[config.mk]
export PLATFORM = sky130hd
export DESIGN_NAME = pipelined_cla_adder
export DESIGN_NICKNAME = d
export VERILOG_FILES = /design/src/rtl/pipelined_cla_adder.sv
export SDC_FILE = /design/constraint.sdc
export NUM_CORES = 1
export LEC_CHECK = 0
export BUFFER_PORTS_ARGS = -buffer_cell sky130_fd_sc_hd__buf_2
export CORE_ASPECT_RATIO = 1.4
export CORE_MARGIN = 1
export CORE_UTILIZATION = 45
export CTS_CLUSTER_SIZE = 24
export DETAILED_ROUTE_END_ITERATION = 16
export PLACE_DENSITY_LB_ADDON = 0.25
export SETUP_SLACK_MARGIN = 0.2
export SLEW_MARGIN = 25
export SYNTH_ARGS = -nofsm -noshare
export SYNTH_HDL_FRONTEND = slang
export SYNTH_SLANG_ARGS = --single-unit
[constraint.sdc]
create_clock -name clk -period 4.2 [get_ports clk]
set_input_delay 1.26 -clock clk [delete_from_list [all_inputs] [get_ports clk]]
set_output_delay 1.26 -clock clk [all_outputs]
set_load 0.01 [all_outputs]
[src/rtl/pipelined_cla_adder.sv]
// rtl/pipelined_cla_adder.sv - pipelined carry-lookahead adder with valid/ready handshake
//
// Purpose:
//   WIDTH-bit adder split into STAGES slices of WIDTH/STAGES bits. Slice k is
//   summed in pipeline stage k using GROUP-bit lookahead cells and a
//   group-level lookahead. The carry out of each slice is registered. The
//   operand bits that later slices still need travel with it, so each result
//   leaves after exactly STAGES cycles.
//
// Optional feature:
//   CLA_OVF_EN - when defined, adds the ovf output: a registered signed overflow.
//
// Ports:
//   clk        rising-edge clock
//   rst        asynchronous reset, active-high
//   in_valid   a/b/cin valid this cycle
//   in_ready   block accepts operands this cycle
//   a, b       WIDTH-bit operands
//   cin        carry into bit 0
//   out_valid  sum/cout valid
//   out_ready  downstream accepts result
//   sum        (a+b+cin) mod 2^WIDTH
//   cout       carry out of bit WIDTH-1
//   ovf        signed overflow (CLA_OVF_EN only)

module pipelined_cla_adder #(
    parameter int WIDTH  = 32,
    parameter int GROUP  = 4,
    parameter int STAGES = 2
) (
    input  logic             clk,
    input  logic             rst,
    input  logic             in_valid,
    output logic             in_ready,
    input  logic [WIDTH-1:0] a,
    input  logic [WIDTH-1:0] b,
    input  logic             cin,
    output logic             out_valid,
    input  logic             out_ready,
    output logic [WIDTH-1:0] sum,
    output logic             cout
`ifdef CLA_OVF_EN
    ,
    output logic             ovf
`endif
);

    localparam int SW = WIDTH / STAGES;   // bits per slice
    localparam int NG = SW / GROUP;       // lookahead cells per slice

    generate
        if (STAGES < 1 || GROUP < 1 || (WIDTH % (GROUP * STAGES)) != 0) begin : g_bad_params
            $error("pipelined_cla_adder: WIDTH must be a multiple of GROUP*STAGES");
        end
    endgenerate

    // One slice of full carry lookahead. The return value is {carry_out, sum}.
    // Every carry is written as a sum of products of g/p terms, both inside a
    // cell and across cells. No carry is computed from a neighbouring carry.
    function automatic logic [SW:0] cla_slice(input logic [SW-1:0] x,
                                              input logic [SW-1:0] y,
                                              input logic          ci);
        logic [SW-1:0] p;
        logic [SW-1:0] g;
        logic [SW-1:0] c;
        logic [NG-1:0] gg;
        logic [NG-1:0] gp;
        logic [NG:0]   gc;
        logic          t;
        p = x ^ y;
        g = x & y;
        // Cell generate/propagate.
        for (int m = 0; m < NG; m++) begin
            gp[m] = 1'b1;
            gg[m] = 1'b0;
            for (int i = 0; i < GROUP; i++) begin
                gp[m] = gp[m] & p[m*GROUP+i];
                t = g[m*GROUP+i];
                for (int j = i + 1; j < GROUP; j++) begin
                    t = t & p[m*GROUP+j];
                end
                gg[m] = gg[m] | t;
            end
        end
        // Carry into each cell (gc[NG] is the slice carry out).
        for (int m = 0; m <= NG; m++) begin
            t = ci;
            for (int n = 0; n < m; n++) begin
                t = t & gp[n];
            end
            gc[m] = t;
            for (int l = 0; l < m; l++) begin
                t = gg[l];
                for (int n = l + 1; n < m; n++) begin
                    t = t & gp[n];
                end
                gc[m] = gc[m] | t;
            end
        end
        // Carry into each bit, expanded from its cell carry-in.
        for (int m = 0; m < NG; m++) begin
            for (int i = 0; i < GROUP; i++) begin
                t = gc[m];
                for (int j = 0; j < i; j++) begin
                    t = t & p[m*GROUP+j];
                end
                c[m*GROUP+i] = t;
                for (int j = 0; j < i; j++) begin
                    t = g[m*GROUP+j];
                    for (int q = j + 1; q < i; q++) begin
                        t = t & p[m*GROUP+q];
                    end
                    c[m*GROUP+i] = c[m*GROUP+i] | t;
                end
            end
        end
        return {gc[NG], p ^ c};
    endfunction

    // The whole pipe moves as one unit. A bubble occupies its slot like a
    // result does, so order and the fixed latency are preserved.
    logic advance;
    assign advance  = !out_valid || out_ready;
    assign in_ready = advance;

    generate
        for (genvar k = 0; k < STAGES; k++) begin : g_stage
            // RW counts the operand bits still to be summed on entry to stage k.
            localparam int RW = WIDTH - k * SW;

            logic [RW-1:0]       src_a;
            logic [RW-1:0]       src_b;
            logic                src_c;
            logic                src_v;
            logic [SW:0]         res;
            logic [(k+1)*SW-1:0] nxt_s;
            logic [(k+1)*SW-1:0] rs;
            logic                rc;
            logic                rv;

            if (k == 0) begin : g_first
                assign src_a = a;
                assign src_b = b;
                assign src_c = cin;
                assign src_v = in_valid;
                assign nxt_s = res[SW-1:0];
            end else begin : g_next
                assign src_a = g_stage[k-1].g_ops.ra;
                assign src_b = g_stage[k-1].g_ops.rb;
                assign src_c = g_stage[k-1].rc;
                assign src_v = g_stage[k-1].rv;
                assign nxt_s = {res[SW-1:0], g_stage[k-1].rs};
            end

            assign res = cla_slice(src_a[SW-1:0], src_b[SW-1:0], src_c);

            always_ff @(posedge clk or posedge rst) begin
                if (rst) begin
                    rv <= 1'b0;
                    rc <= 1'b0;
                    rs <= '0;
                end else if (advance) begin
                    rv <= src_v;
                    rc <= res[SW];
                    rs <= nxt_s;
                end
            end

            // Skewed operands: only the bits of the slices not yet summed.
            if (k < STAGES - 1) begin : g_ops
                logic [RW-SW-1:0] ra;
                logic [RW-SW-1:0] rb;
                always_ff @(posedge clk or posedge rst) begin
                    if (rst) begin
                        ra <= '0;
                        rb <= '0;
                    end else if (advance) begin
                        ra <= src_a[RW-1:SW];
                        rb <= src_b[RW-1:SW];
                    end
                end
            end
        end
    endgenerate

    assign out_valid = g_stage[STAGES-1].rv;
    assign sum       = g_stage[STAGES-1].rs;
    assign cout      = g_stage[STAGES-1].rc;

`ifdef CLA_OVF_EN
    // Carry into the MSB is recovered from the MSB sum bit: s = a ^ b ^ c.
    logic msb_carry;
    assign msb_carry = g_stage[STAGES-1].res[SW-1] ^ g_stage[STAGES-1].src_a[SW-1]
                     ^ g_stage[STAGES-1].src_b[SW-1];

    always_ff @(posedge clk or posedge rst) begin
        if (rst) begin
            ovf <= 1'b0;
        end else if (advance) begin
            ovf <= msb_carry ^ g_stage[STAGES-1].res[SW];
        end
    end
`endif

endmodule
==> results.md <==
- Critical Path Sink Type: flip-flop
- Starting Density: 46.9%
- # IOs: 104
- Core footprint: 9560 um^2
- DR DRC count: 0
- Largest net degree at the start of global routing: 99
- Least-Margin Pin Slew: 0.967 ns
- Commonest non-fill, non-tap cell in the layout: nand2_1
- Mapped Area: 4490 um^2
- Sum of negative setup slack: 0 ns
- Number of global-route vias before repair: 3692
- Fill cells: 913
- Synthesized instance count: 489
- Clk sinks: 84
- Most frequent cells in the layout: nand2_1 (193), buf_2 (103), dfrtp_1 (84), ha_1 (40), o21a_1 (24)
- Avg Inst Size Synth: 9.18 um^2
- Warnings, synthesis: 0
- Clock-pin transition on the worst setup and hold timing paths: 0.06 ns
- Fin nets: 706
- WP data required: 4.44 ns
- TritonCTS Buffers: 9
- Leakage: 2.77 nW
- GPL Wtd Cong: 0.777
- Post-CTS Hold Buffers: 0
- Final worst path period need: 3.31 ns
- CTS tree: done
- Wirelength per Cell: 12.7 um
- Fin. max-slew vios: 0
- Xor-xnor portion of the synthesized cell area: 1.56%
- WL final: 9190 um
- Post_cts resized: 0
- Critical Path Start Type: input pin
- Hold crit path type: reg -> reg
- PD cells: 489 nW/um^2
- Seq cells post-synth: 84
- Post-Route Skew: 0.00473 ns
- Antenna cells: 0
- Chip height: 120 um
- Syn_nets: 606
- FP Rows: 42
- Adder-Cell Fraction of Synth Area: 14.7%
- Clk Latency, worst-skew pair: 0.34 ns
- Hold Fails Final Rpt: 0
- Die area: 10400 um^2
- RSZ-0062 raised after global routing: no
- Max clock buf depth: 2
- Area growth from synthesis to final layout: 20.0%
- Antenna violations before repair: 0
- Crit Path Max Fanout: 5
- Hpwl dp: 6710 um
- GRT Resource Usage Total: 19.7%
- Total setup buffers inserted after CTS: 0
- Maxcap violations: 0
- Via count: 3628
- Post-synthesis compound-gate area fraction: 12.7%
- Worst path arrival time: 3.54 ns
- Final period util: 78.7%
- Share of cells above drive strength 1: 21.2%
- Multi-input logic area: 2240 um^2
- Maximum VDD drop: 0.000185 V
- First-pass GRT wire length: 16000 um
- Total power: 2.63 mW
- FF-to-FF path depth: 10
- H-tree depth: 3
- Seq/Total Area, Yosys: 46.8%
- Grt ovf: 0
- Simple-gate portion of the synthesized area: 20.7%
- I/O Buffers: 103
- Detailed Route Iter0 Violations: 124
- Final setup viols: 0
- Relative slew slack: 35.5%
- Mux cell area share after synthesis: 0%
- Min-Delay Path Depth: 2
- Final ANT Viol Nets: 0
- Yosys cell types: 34
- Fmax achieved: 302 MHz
- Largest family of logic cells by synthesized area: simple AND/OR/NAND/NOR gates
- WS Path Type: in -> reg
- Via density: 5.00
- Seq. cell area: 2100 um^2
- Detailed Routing Iterations Pass 1: 5
- Status: finished clean
- Die Wd: 86.4 um
- Root buffer cell: clkbuf_16
where the power goes:
| group | leakage (nW) | total, mW | switching, mW | internal [mW] |
|---|---|---|---|---|
| Clock | 0.145 | 0.757 | 0.296 | 0.461 |
| Sequential | 1.00 | 1.11 | 0.107 | 1.00 |
| Combinational | 1.63 | 0.769 | 0.437 | 0.331 |
| Total | 2.77 | 2.63 | 0.840 | 1.79 |
worst paths after layout:
path                                   startpoint                      end  slack, ns
setup / recovery                             a[2]        g_stage[0].rs[15]       0.89
max in group asynchronous                     rst   g_stage[0].g_ops.rb[0]       2.33
setup reg to reg           g_stage[0].g_ops.ra[0]                  sum[27]       1.53
hold reg to reg                            sum[0]                   sum[0]       0.46
min in group asynchronous                     rst  g_stage[0].g_ops.rb[10]       1.03
hold / removal                             sum[0]                   sum[0]       0.46
layout make-up:
cell class	instances	area share [%]
multi-input combinational	375	41.6
sequential	84	39.0
timing repair buffer	107	10.1
clock buffer	14	5.27
tap	132	3.07
inverter	12	0.859
clock inverter	1	0.0929
cells in the mapped netlist:
library cell / count / area share [%]
clkbuf_1: 3 / 0.25
inv_2: 1 / 0.084
a211oi_1: 2 / 0.33
o211ai_1: 1 / 0.17
nor2b_2: 1 / 0.20
buf_6: 2 / 0.50
nor3b_1: 1 / 0.17
o31ai_1: 16 / 2.7
xnor2_1: 6 / 1.2
fa_1: 8 / 3.6
a21oi_1: 18 / 2.0
o221ai_1: 1 / 0.20
nand4_1: 4 / 0.56
nor2_1: 11 / 0.92
ha_1: 40 / 11
a2111oi_1: 1 / 0.22
a22oi_1: 1 / 0.17
buf_4: 4 / 0.67
inv_1: 11 / 0.92
nand3_1: 1 / 0.11
o31ai_2: 1 / 0.28
xor2_1: 2 / 0.39
o21ai_1: 1 / 0.11
a221oi_2: 1 / 0.33
buf_2: 9 / 1.0
nand2b_1: 2 / 0.28
o21a_1: 24 / 4.0
dfrtp_1: 84 / 47
o21ai_0: 17 / 1.9
nand2_1: 193 / 16
and4_1: 1 / 0.20
and2b_1: 1 / 0.17
nor3_1: 18 / 2.0
o21bai_1: 2 / 0.33
through the flow:
stage | std cells | area [um^2] | util, % | worst slack (ns) | hold WS (ns)
floorplan | 489 | 4490 | - | 0.775 | 0.430
global placement | 710 | 5100 | 53.3 | 0.590 | 0.443
detailed placement | 710 | 5100 | 53.3 | 0.573 | 0.454
CTS | 725 | 5390 | 56.3 | 0.900 | 0.466
global route | 725 | 5390 | 56.3 | 0.633 | 0.490
finish | 725 | 5390 | 56.3 | 0.894 | 0.459
flip-flops by register name, summed over array words and instances, names as in the netlist:
signal	flops
g_stage.rs	16
out_valid	1
cout	1
g_stage.rv	1
g_stage.g_ops.ra	16
g_stage.rc	1
sum	32
g_stage.g_ops.rb	16
logic make-up after synthesis:
family	Yosys count
AO/OA/AOI/OAI	86
XOR/XNOR	8
adder cells (fa/ha/maj)	48
buffers and inverters	30
flip-flops	84
AND/OR/NAND/NOR	233
per-layer routing:
metal | global-route usage (%) | share of wire (%) | routed length [um]
met4 | 10.0 | 2.1 | 193
met2 | 34.8 | 50 | 4610
met5 | 0 | 0 | 0
met3 | 4.03 | 4.4 | 402
met1 | 22.0 | 43 | 3980
worst max-delay path, cell delays in order:
cell	delay (ns)
buf_2	0.10
ha_1	0.34
a21oi_1	0.16
nand2_1	0.08
a221oi_2	0.40
o21ai_0	0.24
ha_1	0.23
o21a_1	0.19
o21a_1	0.19
o21a_1	0.17
o31ai_1	0.19
No activity file was read; power rests on OpenSTA's default activity.
